===== config.mk =====
export PLATFORM = sky130hd
export DESIGN_NAME = imem_loader_flat
export DESIGN_NICKNAME = d
export VERILOG_FILES = /design/src/rtl/imem_loader_if.sv /design/src/rtl/imem_loader.sv /design/src/flat_wrapper.sv
export SDC_FILE = /design/constraint.sdc
export NUM_CORES = 1
export LEC_CHECK = 0
export CAP_MARGIN = 20
export CELL_PAD_IN_SITES_DETAIL_PLACEMENT = 0
export CELL_PAD_IN_SITES_GLOBAL_PLACEMENT = 1
export CORE_ASPECT_RATIO = 1.2
export CORE_MARGIN = 3
export CORE_UTILIZATION = 33
export CTS_CLUSTER_DIAMETER = 80
export DETAILED_ROUTE_END_ITERATION = 16
export GPL_ROUTABILITY_DRIVEN = 1
export PLACE_DENSITY_LB_ADDON = 0.1
export SETUP_SLACK_MARGIN = 0.3
export SLEW_MARGIN = 20
export SYNTH_ARGS = -nofsm -noshare
export SYNTH_HDL_FRONTEND = slang
export SYNTH_SLANG_ARGS = --single-unit
export TNS_END_PERCENT = 20

===== constraint.sdc =====
create_clock -name clk -period 1.9 [get_ports clk]
set_input_delay 0.285 -clock clk [delete_from_list [all_inputs] [get_ports clk]]
set_output_delay 0.285 -clock clk [all_outputs]
set_load 0.03 [all_outputs]

===== src/rtl/imem_loader_if.sv =====
// Pin-side and imem-side signal bundle for imem_loader.
// The slave modport is the loader's view; the master modport drives the pins and watches the outputs.
interface imem_loader_if #(
    parameter int ADDR_W = 4
);
    logic              load_req;
    logic              start;
    logic [7:0]        data_in;
    logic              data_stb;
    logic              wr_en;
    logic [ADDR_W-1:0] wr_addr;
    logic [7:0]        wr_data;
    logic              core_run;
    logic              busy;
    logic              err;

    modport master (
        output load_req, start, data_in, data_stb,
        input  wr_en, wr_addr, wr_data, core_run, busy, err
    );

    modport slave (
        input  load_req, start, data_in, data_stb,
        output wr_en, wr_addr, wr_data, core_run, busy, err
    );
endinterface


===== src/rtl/imem_loader.sv =====
// Instruction-memory loader: synchronises an asynchronous byte strobe and streams bytes into imem.
// Optional trailer checksum verification is enabled by defining LOADER_CHECKSUM_EN.
module imem_loader #(
    parameter int IMEM_SZ     = 16,
    parameter int ADDR_W      = 4,
    parameter int SYNC_STAGES = 2
) (
    input  logic          clk,
    input  logic          rst,
    imem_loader_if.slave  bus
);
    typedef enum logic [1:0] {
        IDLE  = 2'd0,
        LOAD  = 2'd1,
        CHECK = 2'd2,
        RUN   = 2'd3
    } state_t;

`ifdef LOADER_CHECKSUM_EN
    localparam state_t AFTER_LOAD = CHECK;
`else
    localparam state_t AFTER_LOAD = RUN;
`endif

    function automatic logic [7:0] csum_next(input logic [7:0] csum, input logic [7:0] data);
        return csum ^ data;
    endfunction

    state_t                 state_r;
    state_t                 state_n;
    logic [SYNC_STAGES-1:0] sync_r;
    logic                   stb_prev_r;
    logic                   edge_s;
    logic [ADDR_W-1:0]      addr_r;
    logic                   last_s;
    logic                   write_s;
    logic                   enter_load_s;
    logic                   wr_en_r;
    logic [ADDR_W-1:0]      wr_addr_r;
    logic [7:0]             wr_data_r;
    logic                   core_run_r;
    logic                   busy_r;
`ifdef LOADER_CHECKSUM_EN
    logic [7:0]             csum_r;
    logic                   err_r;
    logic                   fail_s;
`endif

    assign edge_s = sync_r[SYNC_STAGES-1] & ~stb_prev_r;
    assign last_s = (addr_r == ADDR_W'(IMEM_SZ - 1));

    // Next-state and write decision; abort on load_req low takes priority over a strobe edge.
    always_comb begin
        state_n      = state_r;
        write_s      = 1'b0;
        enter_load_s = 1'b0;
`ifdef LOADER_CHECKSUM_EN
        fail_s       = 1'b0;
`endif
        case (state_r)
            IDLE: begin
                if (bus.load_req) begin
                    state_n      = LOAD;
                    enter_load_s = 1'b1;
                end else if (bus.start) begin
                    state_n = RUN;
                end else begin
                    state_n = IDLE;
                end
            end
            LOAD: begin
                if (!bus.load_req) begin
                    state_n = IDLE;
                end else if (edge_s) begin
                    write_s = 1'b1;
                    if (last_s) begin
                        state_n = AFTER_LOAD;
                    end else begin
                        state_n = LOAD;
                    end
                end else begin
                    state_n = LOAD;
                end
            end
            CHECK: begin
`ifdef LOADER_CHECKSUM_EN
                if (!bus.load_req) begin
                    state_n = IDLE;
                end else if (edge_s) begin
                    if (bus.data_in == csum_r) begin
                        state_n = RUN;
                    end else begin
                        state_n = IDLE;
                        fail_s  = 1'b1;
                    end
                end else begin
                    state_n = CHECK;
                end
`else
                state_n = IDLE;
`endif
            end
            RUN: begin
                if (bus.load_req) begin
                    state_n      = LOAD;
                    enter_load_s = 1'b1;
                end else begin
                    state_n = RUN;
                end
            end
            default: state_n = IDLE;
        endcase
    end

    // State, strobe synchroniser, address counter and registered imem/status outputs.
    always_ff @(posedge clk) begin
        if (rst) begin
            state_r    <= IDLE;
            sync_r     <= '0;
            stb_prev_r <= 1'b0;
            addr_r     <= '0;
            wr_en_r    <= 1'b0;
            wr_addr_r  <= '0;
            wr_data_r  <= 8'h00;
            core_run_r <= 1'b0;
            busy_r     <= 1'b0;
        end else begin
            state_r    <= state_n;
            sync_r     <= {sync_r[SYNC_STAGES-2:0], bus.data_stb};
            stb_prev_r <= sync_r[SYNC_STAGES-1];
            wr_en_r    <= write_s;
            core_run_r <= (state_n == RUN);
            busy_r     <= (state_n == LOAD) || (state_n == CHECK);
            // The address parks on the last slot rather than wrapping past IMEM_SZ-1.
            if (enter_load_s) begin
                addr_r <= '0;
            end else if (write_s && !last_s) begin
                addr_r <= addr_r + ADDR_W'(1);
            end else begin
                addr_r <= addr_r;
            end
            if (write_s) begin
                wr_addr_r <= addr_r;
                wr_data_r <= bus.data_in;
            end else begin
                wr_addr_r <= wr_addr_r;
                wr_data_r <= wr_data_r;
            end
        end
    end

`ifdef LOADER_CHECKSUM_EN
    // Running XOR of written bytes and sticky trailer-mismatch flag.
    always_ff @(posedge clk) begin
        if (rst) begin
            csum_r <= 8'h00;
            err_r  <= 1'b0;
        end else if (enter_load_s) begin
            csum_r <= 8'h00;
            err_r  <= 1'b0;
        end else if (write_s) begin
            csum_r <= csum_next(csum_r, bus.data_in);
        end else if (fail_s) begin
            err_r <= 1'b1;
        end else begin
            csum_r <= csum_r;
            err_r  <= err_r;
        end
    end

    assign bus.err = err_r;
`else
    assign bus.err = 1'b0;
`endif

    assign bus.wr_en    = wr_en_r;
    assign bus.wr_addr  = wr_addr_r;
    assign bus.wr_data  = wr_data_r;
    assign bus.core_run = core_run_r;
    assign bus.busy     = busy_r;
endmodule


===== src/flat_wrapper.sv =====
// flat-port wrapper written by rule: the top's interface ports become plain ports
module imem_loader_flat 
#(
    parameter int IMEM_SZ     = 16,
    parameter int ADDR_W      = 4,
    parameter int SYNC_STAGES = 2
)
  (clk, rst, bus_load_req, bus_start, bus_data_in, bus_data_stb, bus_wr_en, bus_wr_addr, bus_wr_data, bus_core_run, bus_busy, bus_err);
  imem_loader_if #(.ADDR_W(ADDR_W)) bus_i ();
  input  logic clk;
  input  logic rst;
  input wire logic [$bits(bus_i.load_req)-1:0] bus_load_req;
  input wire logic [$bits(bus_i.start)-1:0] bus_start;
  input wire logic [$bits(bus_i.data_in)-1:0] bus_data_in;
  input wire logic [$bits(bus_i.data_stb)-1:0] bus_data_stb;
  output wire logic [$bits(bus_i.wr_en)-1:0] bus_wr_en;
  output wire logic [$bits(bus_i.wr_addr)-1:0] bus_wr_addr;
  output wire logic [$bits(bus_i.wr_data)-1:0] bus_wr_data;
  output wire logic [$bits(bus_i.core_run)-1:0] bus_core_run;
  output wire logic [$bits(bus_i.busy)-1:0] bus_busy;
  output wire logic [$bits(bus_i.err)-1:0] bus_err;
  assign bus_i.load_req = bus_load_req;
  assign bus_i.start = bus_start;
  assign bus_i.data_in = bus_data_in;
  assign bus_i.data_stb = bus_data_stb;
  assign bus_wr_en = bus_i.wr_en;
  assign bus_wr_addr = bus_i.wr_addr;
  assign bus_wr_data = bus_i.wr_data;
  assign bus_core_run = bus_i.core_run;
  assign bus_busy = bus_i.busy;
  assign bus_err = bus_i.err;
  imem_loader #(.IMEM_SZ(IMEM_SZ), .ADDR_W(ADDR_W), .SYNC_STAGES(SYNC_STAGES)) u_core (.clk(clk), .rst(rst), .bus(bus_i));
endmodule

==> flow_metrics.tcl <==
set metrics [dict create \
    wire_per_inst_um 11.6 \
    grt_pass1_vias 785 \
    seqPwrFrac 0.530 \
    cp_top_family "buffers and inverters" \
    areaGrowthSynthToFinish_pct 40.9 \
    startpoint_type "flip-flop" \
    grt_pass1_wl_um 3290 \
    grt_overflow 0 \
    die_h_um 64.7 \
    diodes 0 \
    antenna_found_initial 0 \
    cts_tree "built" \
    dp.cells 166 \
    ant_nets 0 \
    startpoint "u_core.bus.wr_data[2]" \
    grt_use_total 0.124 \
    nFillCells 272 \
    wirelength_um 1970 \
    stdcell_count 170 \
    holdPathStages 1 \
    die_area_um2 3560 \
    p_per_area_nw_per_um2 735 \
    syn-cell-area_um2 948 \
    critPathKind "reg2out" \
    io_buffers 27 \
    r2r-end "u_core.bus.busy" \
    drc 0 \
    via_per_inst 4.76 \
    cts_root_buffer "clkbuf_4" \
    min_period_ns 1.61 \
    clk_pin_slew_ns 0.12 \
    clk_latency_ns 0.30 \
    clkPwrFrac 0.364 \
    fp-row-count 20 \
    seq_area_um2 482 \
    peakVddDrop_mv 0.430 \
    cap_viol_max_count 0 \
    fin_tns_setup_ns 0 \
    cts_hold_buf 0 \
    cts_buffers 3 \
    cp.buffers_inverters 1 \
    worstPathRequired_ns 1.62 \
    hold_violations 0 \
    finalNetCount 156 \
    slowest_delay_ns 0.67 \
    initial_core_util 0.361 \
    pwr-share-comb 0.106 \
    status "finished, final reports clean" \
    drt_iter0_markers 2 \
    min_path_type "reg2reg" \
    ys_ff_latch 24 \
    htreeDepth 1 \
    place_hpwl_um 1460 \
    core-area_um2 2630 \
    cp_cell_sequence "clkdlybuf4s50_1" \
    gp_congestion 0.676 \
    layout_common_cells "nand2_1 (25), dfxtp_1 (23), clkdlybuf4s50_1 (22), a21oi_1 (16)" \
    fin_skew_ns 0.00141 \
    ff2ff_path_depth 6 \
    switching_share 0.204 \
    rsz0062_at_grt "yes" \
    slowest_stage "clkdlybuf4s50_1" \
    vias 810 \
    r2r_slack_ns 0.35 \
    path_max_fanout 2 \
    synth_cells 107 \
    avgSynthCellArea_um2 8.86 \
    switchingPower_mw 0.200 \
    yosys_warnings 0 \
    drt_first_pass_iters 4 \
    end_kind "output pin" \
    finalCritPeriodShare 0.848 \
    clock-sinks 24 \
    layout-drive-gt1-share 0.102 \
    setup_viol 0 \
    cts_buffer_depth 2 \
    hold_end "u_core.sync_r[1]" \
    grt_max_degree 19 \
    leakagePower_nw 0.556 \
    multi_input_area_um2 433 \
    rr_startpoint "u_core.state_r[1]" \
    worstHoldStart "u_core.sync_r[0]" \
    layout_commonest_cell "nand2_1" \
    p_int_mw 0.782 \
    die_w_um 54.9 \
    yosysSeqAreaShare 0.507 \
    ioPinCount 29 \
    crit_arrival_ns 1.33 \
    drv_slew 0 \
    synth_nets 125 \
    fmax_ghz 0.620 \
    synth.distinct_cells 22 \
]
power by group through the flow:
stage	clock network (mW)	registers [mW]	logic, mW
after floorplan	0	0.541	0.0429
after global placement	0	0.531	0.101
after detailed placement	0	0.532	0.102
after CTS	0.372	0.521	0.102
after global routing	0.390	0.522	0.116
final	0.357	0.520	0.104
stage by stage:
stage | setup WS [ns] | power (mW) | util | cell area, µm² | hold WS (ns)
after global routing | 0.214 | 1.03 | 0.509 | 1340 | 0.480
after detailed placement | 0.0713 | 0.633 | 0.481 | 1260 | 0.438
after global placement | 0.0979 | 0.632 | 0.481 | 1260 | 0.431
final | 0.288 | 0.982 | 0.509 | 1340 | 0.461
after floorplan | 0.355 | 0.584 | - | 948 | 0.413
after CTS | 0.260 | 0.994 | 0.500 | 1320 | 0.464
how the worst max path moves through the flow:
stage / end / cells past startpoint
2_1_floorplan: u_core.bus.busy / 6
3_5_place_dp: u_core.bus.busy / 5
5_1_grt: u_core.bus.busy / 6
3_3_place_gp: u_core.bus.busy / 5
6_report: bus_wr_data[2] / 1
4_1_cts: bus_wr_data[2] / 1
routing by layer:
metal  vias up  wire (µm)  track usage
met5         -          0            0
met4         0         18       0.0638
met3         2        140       0.0276
met2        21       1010        0.220
met1       371        801        0.129
li1        416          -            -
cells by family after synthesis:
logic type	count (synthesis)	share of synthesized area
other	1	0.00395
adder cells (fa/ha/maj)	5	0.0660
flip-flops	24	0.507
AND/OR/NAND/NOR	44	0.235
AO/OA/AOI/OAI	22	0.127
buffers and inverters	10	0.0514
multiplexers	1	0.0106
registers in the layout (all words and copies together), names as in the netlist, 2 cells and up:
signal	count
u_core.addr_r	4
u_core.sync_r	2
u_core.bus.wr_data	8
u_core.state_r	2
u_core.bus.wr_addr	4
Yosys cell counts, drive strengths merged:
| cell type | number | area share |
|---|---|---|
| o32ai | 1 | 0.0092 |
| ha | 5 | 0.066 |
| and4b | 1 | 0.011 |
| nand4b | 1 | 0.025 |
| nor2 | 1 | 0.0040 |
| o21ai | 3 | 0.016 |
| inv | 4 | 0.016 |
| nor3 | 4 | 0.021 |
| or3 | 1 | 0.0066 |
| a211oi | 1 | 0.0079 |
| mux2i | 1 | 0.011 |
| nor2b | 5 | 0.033 |
| dfxtp | 24 | 0.51 |
| a21oi | 16 | 0.084 |
| and3 | 1 | 0.0066 |
| nand3 | 3 | 0.016 |
| clkbuf | 3 | 0.012 |
| and2 | 2 | 0.013 |
| conb | 1 | 0.0040 |
| a41oi | 1 | 0.0092 |
| nand2 | 25 | 0.099 |
| buf | 3 | 0.024 |
final cells by class:
| type | count | share of cell area |
|---|---|---|
| sequential | 24 | 0.360 |
| multi-input combinational | 73 | 0.324 |
| inverter | 4 | 0.0112 |
| clock buffer | 3 | 0.0169 |
| tap | 33 | 0.0309 |
| timing repair buffer | 32 | 0.234 |
| clock inverter | 1 | 0.0225 |
repair_timing:
item,in CTS,in global routing
setup endpoints to repair,15,24
setup buffers,0,0
gates resized for setup,3,6
pin swaps,0,0
(Power assumes the default switching activity.)
